## config.mk

```make
export PLATFORM = sky130hd
export DESIGN_NAME = sram_result_writer_flat
export DESIGN_NICKNAME = d
export VERILOG_FILES = /design/src/rtl/sram_result_writer_if.sv /design/src/rtl/sram_result_writer.sv /design/src/flat_wrapper.sv
export SDC_FILE = /design/constraint.sdc
export NUM_CORES = 1
export LEC_CHECK = 0
export CAP_MARGIN = 20
export CORE_UTILIZATION = 38
export DETAILED_ROUTE_END_ITERATION = 8
export SLEW_MARGIN = 30
export SYNTH_ARGS = -nofsm -noshare
export SYNTH_HDL_FRONTEND = slang
export SYNTH_SLANG_ARGS = --single-unit
```

## constraint.sdc

```tcl
create_clock -name clk -period 4.5 [get_ports clk]
set_input_delay 0.45 -clock clk [delete_from_list [all_inputs] [get_ports clk]]
set_output_delay 0.45 -clock clk [all_outputs]
set_load 0.02 [all_outputs]
```

## src/rtl/sram_result_writer_if.sv

```systemverilog
// Bundles the run control, result stream and SRAM write port of sram_result_writer.
// The slave modport is the writer; the master modport is the core/test side.
interface sram_result_writer_if #(
  parameter int ADDR_W = 12,
  parameter int DATA_W = 16
);
  logic              start;
  logic [4:0]        elem_size;
  logic              result_valid;
  logic [DATA_W-1:0] result_data;
  logic              result_last;
  logic              result_ready;
  logic              busy;
  logic              done;
  logic [ADDR_W-1:0] dut_sram_write_address;
  logic [DATA_W-1:0] dut_sram_write_data;
  logic              dut_sram_write_enable;
  logic [2:0]        dbg_state;

  // Handshake: an element transfers on any posedge where result_valid && result_ready;
  // result_data/result_last are only meaningful while result_valid is high.
  modport slave (
    input  start, elem_size, result_valid, result_data, result_last,
    output result_ready, busy, done,
    output dut_sram_write_address, dut_sram_write_data, dut_sram_write_enable,
    output dbg_state
  );

  modport master (
    output start, elem_size, result_valid, result_data, result_last,
    input  result_ready, busy, done,
    input  dut_sram_write_address, dut_sram_write_data, dut_sram_write_enable,
    input  dbg_state
  );
endinterface

```

## src/rtl/sram_result_writer.sv

```systemverilog
// Packs 2/4/8/16-bit result elements LSB-first into 16-bit SRAM words, then writes
// the count/size header. Optional WRITER_CHECKSUM_EN appends an XOR of the data words.
module sram_result_writer #(
  parameter int                ADDR_W    = 12,
  parameter logic [ADDR_W-1:0] BASE_ADDR = '0,
  parameter int                DATA_W    = 16
) (
  input  logic                  clk,
  input  logic                  reset_b,
  sram_result_writer_if.slave   bus
);

  typedef enum logic [2:0] {
    S_IDLE,
    S_DATA,
    S_HDR_COUNT,
    S_HDR_SIZE,
`ifdef WRITER_CHECKSUM_EN
    S_CHECKSUM,
`endif
    S_DONE
  } state_t;

  state_t            state_q;
  logic [4:0]        size_q;
  logic [DATA_W-1:0] pack_q;
  logic [2:0]        slot_q;
  logic [15:0]       count_q;
  logic [ADDR_W-1:0] data_addr_q;
  logic              busy_q;
  logic              done_q;
  logic              wr_en_q;
  logic [ADDR_W-1:0] wr_addr_q;
  logic [DATA_W-1:0] wr_data_q;
`ifdef WRITER_CHECKSUM_EN
  logic [DATA_W-1:0] csum_q;
`endif

  logic [4:0]        size_d;
  logic [2:0]        last_slot;
  logic [DATA_W-1:0] elem_mask;
  logic [6:0]        shamt;
  logic [DATA_W-1:0] pack_d;
  logic              hs;
  logic              word_end;

  // Unsupported widths collapse to 16 so the header always reports what was packed.
  always_comb begin
    size_d = 5'd16;
    if (bus.elem_size == 5'd2 || bus.elem_size == 5'd4 || bus.elem_size == 5'd8)
      size_d = bus.elem_size;
  end

  always_comb begin
    last_slot = 3'd0;
    elem_mask = {DATA_W{1'b1}};
    case (size_q)
      5'd2:    begin last_slot = 3'd7; elem_mask = 16'h0003; end
      5'd4:    begin last_slot = 3'd3; elem_mask = 16'h000F; end
      5'd8:    begin last_slot = 3'd1; elem_mask = 16'h00FF; end
      default: begin last_slot = 3'd0; elem_mask = {DATA_W{1'b1}}; end
    endcase
  end

  assign shamt    = {4'b0, slot_q} * {2'b0, size_q};
  assign pack_d   = pack_q | ((bus.result_data & elem_mask) << shamt);
  assign hs       = bus.result_valid && (state_q == S_DATA);
  assign word_end = hs && ((slot_q == last_slot) || bus.result_last);

  always_ff @(posedge clk or negedge reset_b) begin
    if (!reset_b) begin
      state_q     <= S_IDLE;
      size_q      <= 5'd0;
      pack_q      <= '0;
      slot_q      <= 3'd0;
      count_q     <= 16'd0;
      data_addr_q <= '0;
      busy_q      <= 1'b0;
      done_q      <= 1'b0;
      wr_en_q     <= 1'b0;
      wr_addr_q   <= '0;
      wr_data_q   <= '0;
`ifdef WRITER_CHECKSUM_EN
      csum_q      <= '0;
`endif
    end else begin
      wr_en_q <= 1'b0;
      done_q  <= 1'b0;
      case (state_q)
        S_IDLE: begin
          if (bus.start) begin
            size_q      <= size_d;
            data_addr_q <= BASE_ADDR + ADDR_W'(2);
            count_q     <= 16'd0;
            slot_q      <= 3'd0;
            pack_q      <= '0;
`ifdef WRITER_CHECKSUM_EN
            csum_q      <= '0;
`endif
            busy_q      <= 1'b1;
            state_q     <= S_DATA;
          end
        end
        S_DATA: begin
          if (hs) begin
            if (count_q != 16'hFFFF) count_q <= count_q + 16'd1;
            // A last element that also fills the word still yields a single write.
            if (word_end) begin
              wr_en_q     <= 1'b1;
              wr_addr_q   <= data_addr_q;
              wr_data_q   <= pack_d;
              data_addr_q <= data_addr_q + ADDR_W'(1);
              slot_q      <= 3'd0;
              pack_q      <= '0;
`ifdef WRITER_CHECKSUM_EN
              csum_q      <= csum_q ^ pack_d;
`endif
            end else begin
              pack_q <= pack_d;
              slot_q <= slot_q + 3'd1;
            end
            if (bus.result_last) state_q <= S_HDR_COUNT;
          end
        end
        S_HDR_COUNT: begin
          wr_en_q   <= 1'b1;
          wr_addr_q <= BASE_ADDR;
          wr_data_q <= count_q;
          state_q   <= S_HDR_SIZE;
        end
        S_HDR_SIZE: begin
          wr_en_q   <= 1'b1;
          wr_addr_q <= BASE_ADDR + ADDR_W'(1);
          wr_data_q <= {{(DATA_W-5){1'b0}}, size_q};
`ifdef WRITER_CHECKSUM_EN
          state_q   <= S_CHECKSUM;
`else
          state_q   <= S_DONE;
`endif
        end
`ifdef WRITER_CHECKSUM_EN
        S_CHECKSUM: begin
          wr_en_q   <= 1'b1;
          wr_addr_q <= data_addr_q;
          wr_data_q <= csum_q;
          state_q   <= S_DONE;
        end
`endif
        S_DONE: begin
          done_q  <= 1'b1;
          busy_q  <= 1'b0;
          state_q <= S_IDLE;
        end
        default: state_q <= S_IDLE;
      endcase
    end
  end

  assign bus.result_ready           = (state_q == S_DATA);
  assign bus.busy                   = busy_q;
  assign bus.done                   = done_q;
  assign bus.dut_sram_write_enable  = wr_en_q;
  assign bus.dut_sram_write_address = wr_addr_q;
  assign bus.dut_sram_write_data    = wr_data_q;
  assign bus.dbg_state              = state_q;

endmodule

```

## src/flat_wrapper.sv

```systemverilog
// flat-port wrapper written by rule: the top's interface ports become plain ports
module sram_result_writer_flat 
#(
  parameter int                ADDR_W    = 12,
  parameter logic [ADDR_W-1:0] BASE_ADDR = '0,
  parameter int                DATA_W    = 16
)
  (clk, reset_b, bus_start, bus_elem_size, bus_result_valid, bus_result_data, bus_result_last, bus_result_ready, bus_busy, bus_done, bus_dut_sram_write_address, bus_dut_sram_write_data, bus_dut_sram_write_enable, bus_dbg_state);
  sram_result_writer_if #(.ADDR_W(ADDR_W), .DATA_W(DATA_W)) bus_i ();
  input  logic clk;
  input  logic reset_b;
  input wire logic [$bits(bus_i.start)-1:0] bus_start;
  input wire logic [$bits(bus_i.elem_size)-1:0] bus_elem_size;
  input wire logic [$bits(bus_i.result_valid)-1:0] bus_result_valid;
  input wire logic [$bits(bus_i.result_data)-1:0] bus_result_data;
  input wire logic [$bits(bus_i.result_last)-1:0] bus_result_last;
  output wire logic [$bits(bus_i.result_ready)-1:0] bus_result_ready;
  output wire logic [$bits(bus_i.busy)-1:0] bus_busy;
  output wire logic [$bits(bus_i.done)-1:0] bus_done;
  output wire logic [$bits(bus_i.dut_sram_write_address)-1:0] bus_dut_sram_write_address;
  output wire logic [$bits(bus_i.dut_sram_write_data)-1:0] bus_dut_sram_write_data;
  output wire logic [$bits(bus_i.dut_sram_write_enable)-1:0] bus_dut_sram_write_enable;
  output wire logic [$bits(bus_i.dbg_state)-1:0] bus_dbg_state;
  assign bus_i.start = bus_start;
  assign bus_i.elem_size = bus_elem_size;
  assign bus_i.result_valid = bus_result_valid;
  assign bus_i.result_data = bus_result_data;
  assign bus_i.result_last = bus_result_last;
  assign bus_result_ready = bus_i.result_ready;
  assign bus_busy = bus_i.busy;
  assign bus_done = bus_i.done;
  assign bus_dut_sram_write_address = bus_i.dut_sram_write_address;
  assign bus_dut_sram_write_data = bus_i.dut_sram_write_data;
  assign bus_dut_sram_write_enable = bus_i.dut_sram_write_enable;
  assign bus_dbg_state = bus_i.dbg_state;
  sram_result_writer #(.ADDR_W(ADDR_W), .BASE_ADDR(BASE_ADDR), .DATA_W(DATA_W)) u_core (.clk(clk), .reset_b(reset_b), .bus(bus_i));
endmodule
```

==> results_dict.tcl, run 1 <==
set metrics [dict create \
    status "complete, no violations" \
    peakVddDrop_mv 0.479 \
    antenna_found_initial 0 \
    tightest_slew_ns 0.966 \
    rr_worst_depth 9 \
    grt_pass1_vias 4647 \
    grt_overflow_total 0 \
    cts_tree "done" \
    insertion_delay_ns 0.34 \
    syn-instance-count 589 \
    critPathLaunchType "register" \
    holdCritPathClass "input pin to asynchronous set/reset pin" \
    fin_skew_ns 0.00557 \
    viasPerCell 5.87 \
    p_clk_frac 0.235 \
    numPortBuffers 60 \
    combPwrFrac 0.429 \
    worst-path-stages 9 \
    slowest_delay_ns 0.90 \
    setup_tns_ns 0 \
    cts_sinks 86 \
    setup_violations 0 \
    wl_mm 15.7 \
    post-route-period-util 0.857 \
    yosysTopAreaCellShare 0.401 \
    crit_buf_inv 1 \
    dieArea_sq_mm 0.0146 \
    slew_headroom 0.339 \
    fp.dieH_microns 121 \
    crit_type "register to register" \
    syn_area_sq_mm 0.00536 \
    drv_slew 0 \
    syn_nets 628 \
    ys_ff_latch 86 \
    hold_violations 0 \
    num_antenna_cells 0 \
    synth.distinct_cells 80 \
    dp.cells 800 \
    path_max_fanout 12 \
    coreArea_sq_mm 0.0138 \
    synth-async-reset-ratio 1.00 \
    fin_cells 816 \
    switchingPower_mw 1.37 \
    path_common_cell "fa_1" \
    r2r_slack_ns 0.64 \
    synth_edf_count 0 \
    fin_util 0.463 \
    critical_path.top_delay_family "compound AO/OA/AOI/OAI gates" \
    hold_buffers 0 \
    path_cells "nand2_1, fa_1, inv_1, ha_1, fa_1, xnor2_1, o221ai_1, a2111oi_0, a2bb2oi_1" \
    worstReg2RegStart "u_core.size_q[2]" \
    p_total_mw 3.26 \
    firstDrtPassIters 5 \
    root_buffer "clkbuf_16" \
    synth_seq_area_share 0.401 \
    drive_gt1_frac 0.0896 \
    ios 61 \
    maxCapViolations 0 \
    pwr-share-seq 0.336 \
    yosys.area.top_type "dfrtp_1" \
    hpwl_mm 11.5 \
    rsz0062_at_grt "no" \
    arrival_ns 4.12 \
    routed-via-count 4790 \
    fmax_mhz 259 \
    die_w_microns 121 \
    yosysWarnings 0 \
    grt_pass1_wl_mm 25.3 \
    cts_buffers 9 \
    ant_nets 0 \
    syn_area_per_cell_sq_um 9.11 \
    n_fill_cell 1298 \
    power.internal_mw 1.90 \
    cts.clk_slew.worst_paths_ns 0.07 \
    p_sw_frac 0.419 \
    drt-initial-drc-count 414 \
    wl_per_cell_microns 19.3 \
    p_per_area_mw_per_mm2 510 \
    track_usage 0.225 \
    grt_max_degree 53 \
    yosys-top-cells-area "dfrtp_1, nand2_1, nor2_1, nand3_1, o21ai_0" \
    cts.repair.resized 0 \
    areaGrowthSynthToFinish_pct 19.4 \
    slowest_stage "a2111oi_0" \
    num-nets-final 670 \
    end_kind "register" \
    cp.required_ns 4.76 \
    fin_ws_ns 0.641 \
    clock_path_buffers 2 \
    drc_errors 0 \
    startpoint "u_core.size_q[2]" \
    rows 43 \
    htreeDepth 3 \
    initial_core_util 0.388 \
    gp_congestion 0.865 \
    pre_cts_slack_ns 0.752 \
    period_minus_slack_ns 3.86 \
    post_cts_buffers 0 \
    synth-main-ff-cell "dfrtp_1" \
    leakage_nw 2.72 \
]
sequential cells by signal, indices dropped and copies added (netlist names):
register and count:
u_core.bus.dbg_state 3, u_core.data_addr_q 12, u_core.bus.dut_sram_write_address 12, u_core.pack_q 16, u_core.size_q 5, u_core.bus.dut_sram_write_data 16
u_core.bus.dut_sram_write_enable 1, u_core.bus.done 1, u_core.slot_q 3, u_core.bus.busy 1, u_core.count_q 16
power by group through the flow:
stage | registers, mW | clock network (mW) | logic (mW)
2_1_floorplan | 1.15 | 0 | 0.794
3_3_place_gp | 1.11 | 0 | 1.38
3_5_place_dp | 1.11 | 0 | 1.39
4_1_cts | 1.10 | 0.780 | 1.40
5_1_grt | 1.12 | 0.810 | 1.52
6_report | 1.10 | 0.767 | 1.40
placed cells by master (no fill, tap or decap), types with 17 or more instances in the layout:
master	instances
nand3_1	31
nand2_1	57
inv_1	22
nor2_1	52
a31oi_1	17
o21ai_0	30
dfrtp_1	86
clkdlybuf4s50_1	59
a21oi_1	30
cell usage after synthesis, types with 3 or more instances:
cell type / count
a211oi_1: 13
nor4_1: 5
or4_1: 3
fa_1: 4
dfrtp_1: 86
xnor2_1: 14
o32ai_1: 3
nand4_1: 4
nor3_1: 14
a22oi_1: 4
inv_1: 22
mux4_2: 3
a21bo_2: 5
ha_1: 9
a2111oi_0: 5
o211ai_1: 4
nor3b_1: 3
mux2i_1: 12
o31ai_1: 5
and3_1: 13
buf_2: 14
a21boi_0: 5
nor2b_1: 3
xor2_1: 6
or3_1: 3
nand2_1: 57
o221ai_1: 8
nand3_1: 31
o21ai_0: 31
a221oi_1: 3
nor2_1: 52
a22o_1: 7
a21oi_1: 30
and4_1: 4
clkbuf_1: 24
a31oi_1: 17
and2_1: 9
per-layer routing:
layer	up-vias	routed length (microns)	share of wire	GRT usage
li1	2266	-	-	-
met1	2373	7110	0.45	0.307
met2	131	7470	0.48	0.359
met3	20	793	0.050	0.0340
met4	0	344	0.022	0.0903
met5	-	0	0	0
worst paths after layout:
kind,to
min,u_core.pack_q[7]
max in group asynchronous,u_core.count_q[1]
min in group clk,u_core.pack_q[0]
max,u_core.pack_q[10]
min reg2reg,u_core.pack_q[0]
max reg2reg,u_core.pack_q[10]
cell type report:
type / count / area [sq um] / share of cell area
Multi-Input combinational cell: 439 / 2940 / 0.459
Sequential cell: 86 / 2150 / 0.336
Timing Repair Buffer: 73 / 696 / 0.109
Clock buffer: 10 / 239 / 0.0373
Tap cell: 180 / 225 / 0.0352
Inverter: 22 / 82.6 / 0.0129
Clock inverter: 6 / 68.8 / 0.0107
cells by family after synthesis:
logic type,share of synthesized area
xor gates and xnor gates,0.0357
DFF,0.401
adders and majority gates,0.0359
muxes,0.0392
and+or+nand+nor,0.195
AOI/OAI and AO/OA,0.243
buffers and inverters,0.0509
worst reg2reg max path, delay by kind of cell, from the launching register on:
kind | cells | cell delay, ns
flip-flops | 1 | 0.63
AND/OR/NAND/NOR | 1 | 0.13
buffers and inverters | 1 | 0.04
AO/OA/AOI/OAI | 3 | 1.50
adder cells (fa/ha/maj) | 3 | 1.13
XOR/XNOR | 1 | 0.36
through the flow:
step | hold slack (ns) | cell area [sq um]
2_1_floorplan | 0.154 | 5360
3_3_place_gp | 0.442 | 6090
3_5_place_dp | 0.449 | 6090
4_1_cts | 0.0781 | 6400
5_1_grt | 0.102 | 6400
6_report | 0.0631 | 6400
No activity file was read; power rests on OpenSTA's default activity.
==> inputs of run 2 (changes only) <==
- CTS_CLUSTER_DIAMETER: default -> 120
- PLACE_DENSITY: default -> 0.67
==> results_dict.tcl, run 2 (synthesis gave the netlist of run 1 again) <==
set metrics [dict create \
    fmax_mhz 265 \
    post-route-period-util 0.838 \
    htreeDepth 3 \
    drt-initial-drc-count 407 \
    holdCritPathClass "input pin to asynchronous set/reset pin" \
    fin_util 0.464 \
    areaGrowthSynthToFinish_pct 19.6 \
    p_per_area_mw_per_mm2 520 \
    arrival_ns 4.01 \
    root_buffer "clkbuf_16" \
    slowest_stage "a2111oi_0" \
    coreArea_sq_mm 0.0138 \
    initial_core_util 0.388 \
    crit_type "register to register" \
    r2r-end "u_core.bus.dut_sram_write_data[8]" \
    grt_max_degree 87 \
    viasPerCell 5.90 \
    setup_violations 0 \
    grt_pass1_vias 4815 \
    status "complete, no violations" \
    grt_overflow_total 0 \
    drc_errors 0 \
    firstDrtPassIters 7 \
    critical_path.top_delay_family "compound AO/OA/AOI/OAI gates" \
    peakVddDrop_mv 0.364 \
    post_cts_buffers 0 \
    ios 61 \
    wl_per_cell_microns 18.3 \
    drive_gt1_frac 0.0839 \
    final_common_cell "dfrtp_1" \
    rsz0062_at_grt "no" \
    gp_congestion 0.862 \
    path_cells "nand2_1, fa_1, inv_1, ha_1, fa_1, xnor2_1, o221ai_1, a2111oi_0, nor3_1, o32ai_1" \
    p_total_mw 3.33 \
    cp.required_ns 4.74 \
    path_max_fanout 12 \
    fin_skew_ns 0.00707 \
    hpwl_mm 10.7 \
    worstReg2RegStart "u_core.size_q[1]" \
    num-nets-final 666 \
    path_common_cell "fa_1" \
    antenna_found_initial 0 \
    routed-via-count 4789 \
    mostFrequentLayoutCells "dfrtp_1, clkdlybuf4s50_1, nand2_1" \
    setup_tns_ns 0 \
    leakage_nw 2.71 \
    cts_buffers 9 \
    tightest_slew_ns 0.993 \
    rows 43 \
    wl_mm 14.8 \
    ant_nets 0 \
    dieArea_sq_mm 0.0146 \
    cts.clk_slew.worst_paths_ns 0.06 \
    die_w_microns 121 \
    drv_slew 0 \
    insertion_delay_ns 0.34 \
    critPathLaunchType "register" \
    track_usage 0.215 \
    clock_path_buffers 2 \
    worst-path-stages 10 \
    end_kind "register" \
    r2r_slack_ns 0.73 \
    hold_violations 0 \
    numPortBuffers 60 \
    slowest_delay_ns 0.85 \
    rr_worst_depth 10 \
    fp.dieH_microns 121 \
    slew_headroom 0.321 \
    hold_buffers 0 \
    crit_buf_inv 1 \
    grt_pass1_wl_mm 24.7 \
    cts.repair.resized 0 \
    cts_tree "done" \
    num_antenna_cells 0 \
    period_minus_slack_ns 3.77 \
    cts_sinks 86 \
    maxCapViolations 0 \
]
run 2: cell types whose count changed in the layout (fill, tap and decap cells not counted):
cell        previous run  this run
clkinvlp_4             1         3
clkinv_2               1         0
buf_4                 14         9
clkinv_4               2         0
clkbuf_8               1         0
buf_6                  0         1
bufinv_16              1         3
run 2: per-layer routing:
metal | GRT usage | part of all wire
met1 | 0.294 | 0.47
met2 | 0.339 | 0.45
met3 | 0.0358 | 0.045
met4 | 0.0880 | 0.030
met5 | 0 | 0
run 2: power breakdown:
part,total [mW],switching (mW),leakage [nW],internal [mW]
Sequential,1.13,0.201,1.15,0.926
Combinational,1.35,0.835,1.40,0.516
Clock,0.856,0.312,0.158,0.544
run 2: per-stage QoR:
step	cells	area, sq um	setup slack (ns)	hold slack, ns
after CTS	812	6410	0.819	0.197
after global routing	812	6410	0.406	0.236
after detailed placement	796	6070	0.801	0.482
final	812	6410	0.727	0.172
after floorplan	589	5360	1.15	0.154
after global placement	796	6060	0.942	0.478
run 2: worst reg2reg max path, stage by stage, from the launching register on:
cell and delay, ns:
dfrtp_1 0.59, nand2_1 0.14, fa_1 0.52, inv_1 0.04, ha_1 0.22, fa_1 0.41
xnor2_1 0.33, o221ai_1 0.32, a2111oi_0 0.85, nor3_1 0.11, o32ai_1 0.15
run 2: worst max-delay path by stage:
| stage | startpoint | end | slack, ns |
|---|---|---|---|
| floorplan | u_core.size_q[0] | u_core.bus.dut_sram_write_data[8] | 1.15 |
| global placement | u_core.size_q[1] | u_core.bus.dut_sram_write_data[14] | 0.94 |
| detailed placement | u_core.size_q[1] | u_core.bus.dut_sram_write_data[8] | 0.80 |
| CTS | u_core.size_q[2] | u_core.bus.dut_sram_write_data[8] | 0.82 |
| global route | u_core.size_q[2] | u_core.bus.dut_sram_write_data[8] | 0.41 |
| finish | u_core.size_q[1] | u_core.bus.dut_sram_write_data[8] | 0.73 |
run 2: area by class of cell:
class	instances	area [sq um]
inverter	22	82.6
fill	1309	7410
clock inverter	7	121
clock buffer	9	225
tap	180	225
sequential	86	2150
multi-input combinational	439	2940
timing repair buffer	69	669
